`src/rtl/multicycle_ctrl.sv`:
```
// rtl/multicycle_ctrl.sv - multi-cycle MIPS main control FSM with memory wait states and watchdog
module multicycle_ctrl #(
  parameter int TIMEOUT = 16
) (
  input  logic       Clk,
  input  logic       Reset,
  input  logic [5:0] Op,
  input  logic [5:0] Funct,
  input  logic       Zero,
  input  logic       MemReady,
  output logic       PCWr,
  output logic       PCWrCond,
  output logic [1:0] PCSrc,
  output logic       IRWr,
  output logic       MemRd,
  output logic       MemWr,
  output logic       IorD,
  output logic       ALUSrcA,
  output logic [1:0] ALUSrcB,
  output logic [1:0] ALUOp,
  output logic       ExtOp,
  output logic       RegWr,
  output logic [1:0] RegDst,
  output logic [1:0] MemToReg,
  output logic       InstrDone,
  output logic       Fault,
  output logic [3:0] State
);

  typedef enum logic [3:0] {
    FETCH   = 4'd0,
    DECODE  = 4'd1,
    EXE_R   = 4'd2,
    EXE_I   = 4'd3,
    MEM_ADR = 4'd4,
    MEM_RD  = 4'd5,
    MEM_WR  = 4'd6,
    WB_LW   = 4'd7,
    WB_R    = 4'd8,
    WB_I    = 4'd9,
    BRANCH  = 4'd10,
    JUMP    = 4'd11,
    HALT    = 4'd12
  } state_t;

  // Moore control word; registered from the next state so it lines up with the state register.
  typedef struct packed {
    logic       pcwr;
    logic       pcwrcond;
    logic [1:0] pcsrc;
    logic       memrd;
    logic       memwr;
    logic       iord;
    logic       alusrca;
    logic [1:0] alusrcb;
    logic [1:0] aluop;
    logic       extop;
    logic       regwr;
    logic [1:0] regdst;
    logic [1:0] memtoreg;
    logic       done;
  } ctl_t;

  localparam logic [7:0] WD_LAST = 8'(TIMEOUT - 1);

  state_t     state;
  state_t     state_n;
  ctl_t       ctl;
  logic [7:0] wd;
  logic       fault;
  logic       waiting;
  logic       timeout;
  logic       unknown_op;
  logic       unused_zero;

  // The branch decision is taken by the datapath through PCWrCond, so Zero is not needed here.
  assign unused_zero = Zero;

  // Instruction class to first execution state; FETCH means the encoding runs as a nop.
  function automatic state_t decode_target(input logic [5:0] op, input logic [5:0] funct);
    state_t t;
    t = FETCH;
    case (op)
      6'b000000:
        if (funct == 6'b100001 || funct == 6'b100011) t = EXE_R;
        else if (funct == 6'b001000) t = JUMP;
      6'b001101, 6'b001111: t = EXE_I;
      6'b100011, 6'b101011: t = MEM_ADR;
      6'b000100:            t = BRANCH;
      6'b000010, 6'b000011: t = JUMP;
      default:              t = FETCH;
    endcase
    return t;
  endfunction

  // Datapath control word for a state; op only matters in JUMP and WB_I.
  function automatic ctl_t ctl_for(input state_t st, input logic [5:0] op);
    ctl_t c;
    c = '0;
    case (st)
      FETCH: begin
        c.memrd   = 1'b1;
        c.alusrcb = 2'b01;
      end
      DECODE: begin
        c.alusrcb = 2'b11;
        c.extop   = 1'b1;
      end
      EXE_R: begin
        c.alusrca = 1'b1;
        c.aluop   = 2'b11;
      end
      EXE_I: begin
        c.alusrca = 1'b1;
        c.alusrcb = 2'b10;
        c.aluop   = 2'b10;
      end
      MEM_ADR: begin
        c.alusrca = 1'b1;
        c.alusrcb = 2'b10;
        c.extop   = 1'b1;
      end
      MEM_RD: begin
        c.memrd = 1'b1;
        c.iord  = 1'b1;
      end
      MEM_WR: begin
        c.memwr = 1'b1;
        c.iord  = 1'b1;
      end
      WB_LW: begin
        c.regwr    = 1'b1;
        c.memtoreg = 2'b01;
        c.done     = 1'b1;
      end
      WB_R: begin
        c.regwr  = 1'b1;
        c.regdst = 2'b01;
        c.done   = 1'b1;
      end
      WB_I: begin
        c.regwr    = 1'b1;
        c.memtoreg = (op == 6'b001111) ? 2'b11 : 2'b00;
        c.done     = 1'b1;
      end
      BRANCH: begin
        c.alusrca  = 1'b1;
        c.aluop    = 2'b01;
        c.pcwrcond = 1'b1;
        c.pcsrc    = 2'b01;
        c.done     = 1'b1;
      end
      JUMP: begin
        c.pcwr  = 1'b1;
        c.pcsrc = (op == 6'b000000) ? 2'b11 : 2'b10;
        c.done  = 1'b1;
        if (op == 6'b000011) begin
          c.regwr    = 1'b1;
          c.regdst   = 2'b10;
          c.memtoreg = 2'b10;
        end
      end
      default: c = '0;
    endcase
    return c;
  endfunction

  // Next-state selection: reset first, then watchdog expiry, then normal sequencing.
  always_comb begin
    waiting    = (state == FETCH) || (state == MEM_RD) || (state == MEM_WR);
    timeout    = waiting && !MemReady && (wd == WD_LAST);
    unknown_op = (decode_target(Op, Funct) == FETCH);
    state_n    = state;
    if (Reset) begin
      state_n = FETCH;
    end else if (timeout) begin
      state_n = HALT;
    end else begin
      case (state)
        FETCH:   if (MemReady) state_n = DECODE;
        DECODE:  state_n = decode_target(Op, Funct);
        EXE_R:   state_n = WB_R;
        EXE_I:   state_n = WB_I;
        MEM_ADR: state_n = Op[3] ? MEM_WR : MEM_RD;
        MEM_RD:  if (MemReady) state_n = WB_LW;
        MEM_WR:  if (MemReady) state_n = FETCH;
        WB_LW, WB_R, WB_I, BRANCH, JUMP: state_n = FETCH;
        HALT:    state_n = HALT;
        default: state_n = FETCH;
      endcase
    end
  end

  // State, registered control word, watchdog count and sticky fault flag.
  always_ff @(posedge Clk) begin
    state <= state_n;
    ctl   <= ctl_for(state_n, Op);
    if (Reset) begin
      wd    <= 8'd0;
      fault <= 1'b0;
    end else begin
      wd <= (waiting && !MemReady && (state_n == state)) ? wd + 8'd1 : 8'd0;
      if (state_n == HALT) fault <= 1'b1;
    end
  end

  // Strobes are suppressed while Reset is high; fetch and store completion follow MemReady directly.
  assign PCWr      = ~Reset & (ctl.pcwr | ((state == FETCH) & MemReady));
  assign PCWrCond  = ~Reset & ctl.pcwrcond;
  assign PCSrc     = ctl.pcsrc;
  assign IRWr      = ~Reset & (state == FETCH) & MemReady;
  assign MemRd     = ~Reset & ctl.memrd;
  assign MemWr     = ~Reset & ctl.memwr;
  assign IorD      = ctl.iord;
  assign ALUSrcA   = ctl.alusrca;
  assign ALUSrcB   = ctl.alusrcb;
  assign ALUOp     = ctl.aluop;
  assign ExtOp     = ctl.extop;
  assign RegWr     = ~Reset & ctl.regwr;
  assign RegDst    = ctl.regdst;
  assign MemToReg  = ctl.memtoreg;
  assign InstrDone = ~Reset & (ctl.done | ((state == DECODE) & unknown_op) | ((state == MEM_WR) & MemReady));
  assign Fault     = fault;
  assign State     = state;

endmodule

```
`config.mk`:
```
export PLATFORM = sky130hd
export DESIGN_NAME = multicycle_ctrl
export DESIGN_NICKNAME = d
export VERILOG_FILES = /design/src/rtl/multicycle_ctrl.sv
export SDC_FILE = /design/constraint.sdc
export NUM_CORES = 1
export LEC_CHECK = 0
export ABC_CLOCK_PERIOD_IN_PS = 2400
export CAP_MARGIN = 0
export CORE_MARGIN = 2
export CORE_UTILIZATION = 30
export CTS_BUF_LIST = sky130_fd_sc_hd__clkbuf_2
export CTS_CLUSTER_SIZE = 24
export DETAILED_ROUTE_END_ITERATION = 7
export GPL_TIMING_DRIVEN = 0
export PLACE_DENSITY = 0.61
export SYNTH_ARGS = -nofsm -noshare
export SYNTH_HDL_FRONTEND = slang
export SYNTH_SLANG_ARGS = --single-unit
```
`constraint.sdc`:
```
create_clock -name Clk -period 2.4 [get_ports Clk]
set_input_delay 0.24 -clock Clk [delete_from_list [all_inputs] [get_ports Clk]]
set_output_delay 0.24 -clock Clk [all_outputs]
set_load 0.03 [all_outputs]
```
==> flow_summary.toml, run 1 <==
[placed_design]
postPlaceCellArea_sq_um = 2200
placed_cells = 301
dpl.hpwl_mm = 3.15
place_ws_ns = -1.04
gp_congestion = 0.805
portBuffers = 39

[timing]
fin_tns_setup_ns = -0.298
drv_slew = 0
rsz0062_at_grt = "true"
slew_headroom = 0.649
period_share = 1.08
worst_pin_slew_ns = 0.520
whs_ns = 0.482
fmax_mhz = 386
clock-skew-final_ns = 0.0118
setup_viol = 2
timing.final.crit_period_ns = 2.59
setup_slack_ns = -0.191
final-hold-violation-count = 0

[detailed_routing]
via_per_inst = 5.11
postRouteWirelength_mm = 5.11
drt_iter0_drc = 112
drc_errors = 0
vias = 1727
antenna_left = 0
detail_route.wl_per_cell_microns = 15.1
first_pass_iters = 4

[flow_run]
maxCapViolCount = 0

[cells_and_area]
final_common_cell = "buf_4"
finalNetCount = 282
layout_common_cells = "buf_4, clkdlybuf4s50_1, dfxtp_1"
area_growth_syn_to_layout_pct = 65.8
n_antenna_cell = 0
final_cell_area_sq_um = 2790
layout-drive-gt1-share = 0.380
stdcell_count = 338

[worst_setup_path]
rr_worst_depth = 12
cp_slowest_cell = "dfxtp_4"
cp.depth = 8
crit_fanout = 7
required_ns = 2.16
r2r_slack_ns = 0.03
crit_buf_inv = 3
cp_top_family = "simple AND/OR/NAND/NOR gates"
reg2reg_to = "ctl[5]"
r2r_start = "State[0]"
critPathArrivalTime_ns = 2.35
crit_chain = "buf_6, nor3_2, a22oi_2, or2_4, nand3_4, inv_8, o41ai_4, buf_4"
critical_path_class = "flop to output port"
cp-start-kind = "flop"
worst_path_largest_cell_delay_ns = 0.38
crit_path_end_kind = "output port"

[clocking]
tritoncts = "done"
root_buffer = "clkbuf_2"
hold_buffers = 0
clk_path_buf_depth = 2
cts_buffers = 5
clk-insertion-delay-late_ns = 0.39
clock_sinks = 32
htreeDepth = 2
cts.clk_slew.worst_paths_ns = 0.15

[hold_path]
hp-start = "wd[0]"
hold_path_end = "wd[0]"
hold_path_class = "flop to flop"
hold_depth = 1

[floorplanning]
die_w_microns = 79.0
io_pins = 41
rows = 27
core_sq_um = 5470
die_area_sq_um = 6230
die_height_microns = 79.0
initial_utilization = 0.308

[synth]
yosys-top-cells-area = "dfxtp_1, buf_4, nor3_1, nand2_1, nor2_1"
synth_edf_count = 0
synth_seq_cells = 32
async_flop_share = 0
ys_seq_area_frac = 0.380
synth_area_sq_um = 1690
syn_inst = 190
synth_top_area_cell = "dfxtp_1"
ys.flop_type = "dfxtp_1"
avgSynthCellArea_sq_um = 8.87
synth_nets = 207
synth_top_area_frac = 0.380
ys_warn_count = 0
ys_types = 51

[power_and_ir_drop]
p_int_mw = 0.823
seqPwrFrac = 0.474
switchingPower_mw = 0.320
switching_share = 0.280
p_leak_nw = 1.04
ir_drop_v = 0.000317
pwr-share-comb = 0.199
p_clk_frac = 0.327
power_density_nw_per_um2 = 409

[global_route]
track_usage = 0.161
first_global_vias = 1634
grt_pass1_wl_mm = 7.76
grt_max_degree = 11
grt_antenna_before_repair = 0
grt.overflow.total = 0

[status]
violations = "negative setup slack"
status = "complete, but fails checks"
-- power groups by stage --
stage / logic, mW / clock network (mW) / registers, mW
2_1_floorplan: 0.100 / 0 / 0.561
3_3_place_gp: 0.171 / 0 / 0.556
3_5_place_dp: 0.172 / 0 / 0.556
4_1_cts: 0.191 / 0.369 / 0.542
5_1_grt: 0.242 / 0.402 / 0.543
6_report: 0.227 / 0.373 / 0.542
-- cells by family (layout without fill, tap and decap cells) --
family	count (synthesis)	count (layout)	share of synthesized area
xor gates and xnor gates	9	9	0.0579
muxes	1	1	0.00594
DFF	32	32	0.380
adders and majority gates	1	1	0.00742
and+or+nand+nor	85	85	0.293
buffers and inverters	23	99	0.0824
AOI/OAI and AO/OA	39	39	0.173
-- synthesized netlist by cell type, types with 2 or more instances --
cell type,number
a21o_1,3
nand4_1,2
nor3b_1,5
buf_2,3
nor4_1,4
buf_4,13
a21oi_1,9
xor2_1,3
inv_1,5
nor3_1,17
nand2b_1,3
nor2b_1,7
o211ai_1,5
dfxtp_1,32
nand2_1,13
o21ai_0,6
nor2_1,13
and3_1,3
nand3_1,6
nor4b_1,3
xnor2_1,5
-- routing by layer --
metal / vias to the layer above / global-route usage / share of wire
met2: 61 / 0.274 / 0.48
met3: 16 / 0.0409 / 0.047
met5: - / 0 / 0
met1: 807 / 0.200 / 0.44
met4: 0 / 0.0517 / 0.032
li1: 843 / - / -
-- registers in the layout, summed over array words and instances, names as in the netlist --
register and flops:
ALUOp 2, ALUSrcA 1, ALUSrcB 2, ExtOp 1
Fault 1, IorD 1, MemToReg 2, PCSrc 2
RegDst 2, State 4, ctl 6, wd 8
-- per-stage QoR --
| stage | power (mW) | util |
|---|---|---|
| floorplan | 0.662 | - |
| CTS | 1.10 | 0.451 |
| global route | 1.19 | 0.511 |
| detailed placement | 0.727 | 0.403 |
| finish | 1.14 | 0.511 |
| global placement | 0.727 | 0.403 |
-- worst max path at each step --
stage | to | startpoint
global placement | PCWr | Op[3]
finish | PCWr | State[0]
floorplan | PCWr | State[2]
CTS | PCWr | State[1]
detailed placement | PCWr | Op[3]
global route | PCWr | State[0]
-- final cells by class --
type                    count  area, sq um
fillers                   512         2680
multi-input cells         135         1170
flip-flops and latches     32          656
repair buffers             69          637
plain buffers              16          140
well taps                  72         90.1
clock inverters             2         35.0
inverters                   6         32.5
clock buffers               6         30.0
-- timing repair --
action,in CTS,in global routing
resized for setup,42,45
setup endpoints to repair,4,14
setup buffers,12,17
pin swaps,10,16
cloned,0,1
endpoints found under the hold margin,0,0
No activity file was read; power rests on OpenSTA's default activity.
==> inputs of run 2 (changes only) <==
- GPL_TIMING_DRIVEN: 0 -> default
==> flow_summary.toml, run 2 (synthesis results as in run 1) <==
[status]
status = "complete, but fails checks"
violations = "negative setup slack"

[timing]
final-hold-violation-count = 0
worst_pin_slew_ns = 0.495
setup_viol = 2
rsz0062_at_grt = "true"
slew_headroom = 0.670
drv_slew = 0
whs_ns = 0.436
fmax_mhz = 400
timing.final.crit_period_ns = 2.50
setup_slack_ns = -0.0988
period_share = 1.04
clock-skew-final_ns = 0.0280

[clocking]
htreeDepth = 2
tritoncts = "done"
clock_sinks = 32
root_buffer = "clkbuf_2"
cts.clk_slew.worst_paths_ns = 0.18
cts_buffers = 5
clk-insertion-delay-late_ns = 0.38
hold_buffers = 0
clk_path_buf_depth = 2

[global_route]
grt_pass1_wl_mm = 7.94
track_usage = 0.161
grt.overflow.total = 0
grt_max_degree = 14
grt_antenna_before_repair = 0
first_global_vias = 1662

[worst_setup_path]
r2r_start = "State[1]"
critPathArrivalTime_ns = 2.26
crit_fanout = 6
required_ns = 2.16
startpoint = "State[1]"
cp_slowest_cell = "or4b_4"
cp_top_family = "compound AO/OA/AOI/OAI gates"
crit_path_end_kind = "output port"
crit_buf_inv = 2
cp-start-kind = "flop"
crit_chain = "or4b_4, o221a_4, o211ai_4, inv_4, o41ai_4, buf_4"
rr_worst_depth = 8
critical_path_class = "flop to output port"
worst_path_largest_cell_delay_ns = 0.52
cp.depth = 6

[detailed_routing]
drc_errors = 0
drt_iter0_drc = 101
postRouteWirelength_mm = 4.55
antenna_left = 0
detail_route.wl_per_cell_microns = 13.5
first_pass_iters = 4
vias = 1636
via_per_inst = 4.84

[cells_and_area]
layout-drive-gt1-share = 0.346
layout_common_cells = "buf_4, clkdlybuf4s50_1, dfxtp_1"
finalNetCount = 282
regMostFlops = "wd"
area_growth_syn_to_layout_pct = 56.9
finish.utilization = 0.483
largest_register_ffs = 8
final_common_cell = "buf_4"
n_antenna_cell = 0
final_cell_area_sq_um = 2640

[floorplanning]
initial_utilization = 0.308
die_height_microns = 79.0
die_area_sq_um = 6230
die_w_microns = 79.0
core_sq_um = 5470
rows = 27
io_pins = 41

[power_and_ir_drop]
switchingPower_mw = 0.295
switching_share = 0.265
seqPwrFrac = 0.488
pwr-share-comb = 0.187
p_clk_frac = 0.326
p_int_mw = 0.820
power_density_nw_per_um2 = 422
p_leak_nw = 0.996
ir_drop_v = 0.000351

[placed_design]
gp_congestion = 0.843
portBuffers = 39
dpl.hpwl_mm = 3.30
place_ws_ns = -0.165
postPlaceCellArea_sq_um = 2320

[hold_path]
hold_path_class = "flop to flop"
hold_depth = 1
hp-start = "wd[0]"

[flow_run]
maxCapViolCount = 0
run 2: cell types whose count changed in the layout (fill, tap and decap cells not counted), moves of 2 or more:
cell,previous run,this run
nor3_2,7,3
o21ai_0,3,5
nor3_1,9,13
buf_8,2,0
buf_6,7,4
buf_4,36,45
o21ai_2,2,0
run 2: layout make-up:
class                   instances  area, sq um
flip-flops and latches         32          657
clock inverters                 2         35.0
multi-input cells             135         1060
inverters                       6         25.0
repair buffers                 85          742
fillers                       548         2830
well taps                      72         90.1
clock buffers                   6         30.0
run 2: per-stage QoR:
step / cells / total power, mW / setup TNS [ns]
after floorplan: 190 / 0.662 / 0
after global placement: 316 / 0.743 / -1.21
after detailed placement: 316 / 0.744 / -1.66
after CTS: 336 / 1.12 / -0.207
after global routing: 338 / 1.17 / -0.643
final: 338 / 1.12 / -0.168
run 2: layer usage:
layer	track usage	wire length, microns	up-vias
met4	0.0448	32	0
li1	-	-	834
met3	0.0386	209	5
met1	0.205	2060	768
met2	0.273	2250	29
met5	0	0	-
run 2: timing repair:
item,in CTS,in global routing
endpoints found under the hold margin,0,0
setup endpoints to repair,2,8
resized for setup,30,8
setup buffers,12,3
pin swaps,13,7
run 2: power by group through the flow:
stage / clock network (mW) / registers [mW] / logic, mW
final: 0.363 / 0.544 / 0.208
after global routing: 0.400 / 0.546 / 0.225
after CTS: 0.373 / 0.544 / 0.201
after detailed placement: 0 / 0.559 / 0.184
after global placement: 0 / 0.560 / 0.183
after floorplan: 0 / 0.561 / 0.100
run 2: worst paths after layout:
check | to | slack [ns]
setup reg to reg | wd[3] | 0.10
hold reg to reg | wd[0] | 0.44
hold / removal | wd[0] | 0.44
setup / recovery | PCWr | -0.1
run 2: worst register-to-register path, delay by kind of cell (launching register included):
kind	cells	cell delay (ns)
buf+inv	2	0.37
compound gates	2	0.37
flops	1	0.41
simple gates	3	0.93
xor+xnor	1	0.11
==> variant (settings of run 1) <==
Set the parameter `TIMEOUT` to 8 (it was 16).
--- a/src/rtl/multicycle_ctrl.sv
+++ b/src/rtl/multicycle_ctrl.sv
@@ -1,6 +1,6 @@
 // rtl/multicycle_ctrl.sv - multi-cycle MIPS main control FSM with memory wait states and watchdog
 module multicycle_ctrl #(
-  parameter int TIMEOUT = 16
+  parameter int TIMEOUT = 8
 ) (
   input  logic       Clk,
   input  logic       Reset,
Behaviour: not the same (a bounded check fails within 10 cycles, from zero or initial values and one cycle with Reset high).
==> variant against run 1 <==
The flow still finishes with violations (setup timing); combinational power down 16%; synthesized cell count up 1.1%; area after synthesis down 0.22%; routed wire length down 15%; total power down 4.0%; setup slack better by 180 ps; sequential cell count unchanged; cell area down 7.3%.
==> variant: results (changes against run 1) <==
Outcome - finished, violations left
Failing checks - setup timing
Clock Network Area Fraction - 0.0251 (+0.00183)
Via-to-Cell Ratio - 4.92 (-3.6%)
Total track usage - 0.142 (-0.0187)
CP arrival - 2170 ps (-180 ps)
Switching portion of total power - 0.262 (-0.0179)
Synth area leaders - dfxtp_1, nor2_1, buf_4
Hold_ws - 278 ps (-205 ps)
Port buffer count - 38 (-2.6%)
Met1 Track Usage GR - 0.190 (-0.00962)
R2r endpoint - wd[3]$_SDFF_PP0_
Max IR drop VDD - 0.387 mV (+22%)
Wire length on met2 - 1980 um (-19%)
Flop-to-flop setup slack - 90 ps (+60 ps)
DP Wirelength - 2890 um (-8.1%)
Buffering overhead - 0.267 (-0.0114)
Cell variety after synth - 58 (+14%)
M3 GR Usage - 0.0432 (+0.00227)
Met2 GRT Util - 0.217 (-0.0564)
Signal buffers - 78 (-8.2%)
Avg WL per Cell - 13.0 um (-14%)
Area of the multi-input gates - 1070 sq um (-8.8%)
Initial drt markers - 71 (-37%)
Hold-critical path depth - 2 (+1)
Slowest CP cell - or4b_4
Vias in the first global route - 1,464 (-10%)
Hold endpoint - Fault$_SDFFE_PP0N_
Metal-1 WL - 2040 um (-9.2%)
Power Density - 423 nW/um^2 (+3.5%)
CP peak stage delay - 490 ps (+110 ps)
P_seq - 0.544 mW (about the same)
Clock Skews - 13.4 ps (+1.60 ps)
Invs w/o clock - 5 (-1)
Setup violations, final - 1 (-1)
Syn_nets - 209 (+0.97%)
Setup ws final - -10.5 ps (+181 ps)
Share of layout cells above drive strength 1 - 0.330 (-0.0502)
Fillers - 549 (+7.2%)
Worst slew pin tran - 480 ps (-39.7 ps)
Cts repair resizes - 58 (+38%)
[variant: cell count changes after synthesis, sizes merged, moves of 3 or more]
cell | run 1 | this run
or4 | 0 | 4
nor2 | 13 | 25
o211ai | 7 | 1
a21oi | 9 | 13
mux2i | 1 | 4
nor3b | 6 | 1
nor4 | 4 | 1
nor3 | 17 | 6
[variant: per-stage QoR]
stage               setup WS (ps)  total power [mW]  std cells
finish                      -10.5              1.10        333
global route                 -146              1.14        333
CTS                         -21.7              1.08        321
detailed placement          -1240             0.706        302
global placement            -1250             0.706        302
floorplan                    81.6             0.642        192
[variant: worst reg2reg max path, delay by kind of cell (launching register included)]
| kind | cells | cell delay (ps) |
|---|---|---|
| flip-flops | 1 | 400 |
| AND/OR/NAND/NOR | 4 | 880 |
| buffers and inverters | 4 | 680 |
| AO/OA/AOI/OAI | 2 | 250 |
[variant: worst max-delay path by stage]
stage	startpoint	end	slack, ps	cells after the start
2_1_floorplan	State[3]$_DFF_P_	ctl[5]$_DFF_P_	80	8
3_3_place_gp	Op[3]	PCWr	-1250	10
3_5_place_dp	Op[3]	PCWr	-1240	10
4_1_cts	Funct[5]	PCWr	-20	7
5_1_grt	State[0]$_DFF_P_	PCWr	-150	10
6_report	State[0]$_DFF_P_	PCWr	-10	8
[variant: cell families (layout without fill, tap and decap cells)]
kind of cell | count (synthesis) | in the layout | share of synthesized area
AND/OR/NAND/NOR | 88 | 88 | 0.305
AO/OA/AOI/OAI | 37 | 37 | 0.161
flip-flops | 32 | 32 | 0.381
buffers and inverters | 22 | 91 | 0.0804
XOR/XNOR | 8 | 8 | 0.0417
multiplexers | 4 | 4 | 0.0238
adder cells (fa/ha/maj) | 1 | 1 | 0.00744
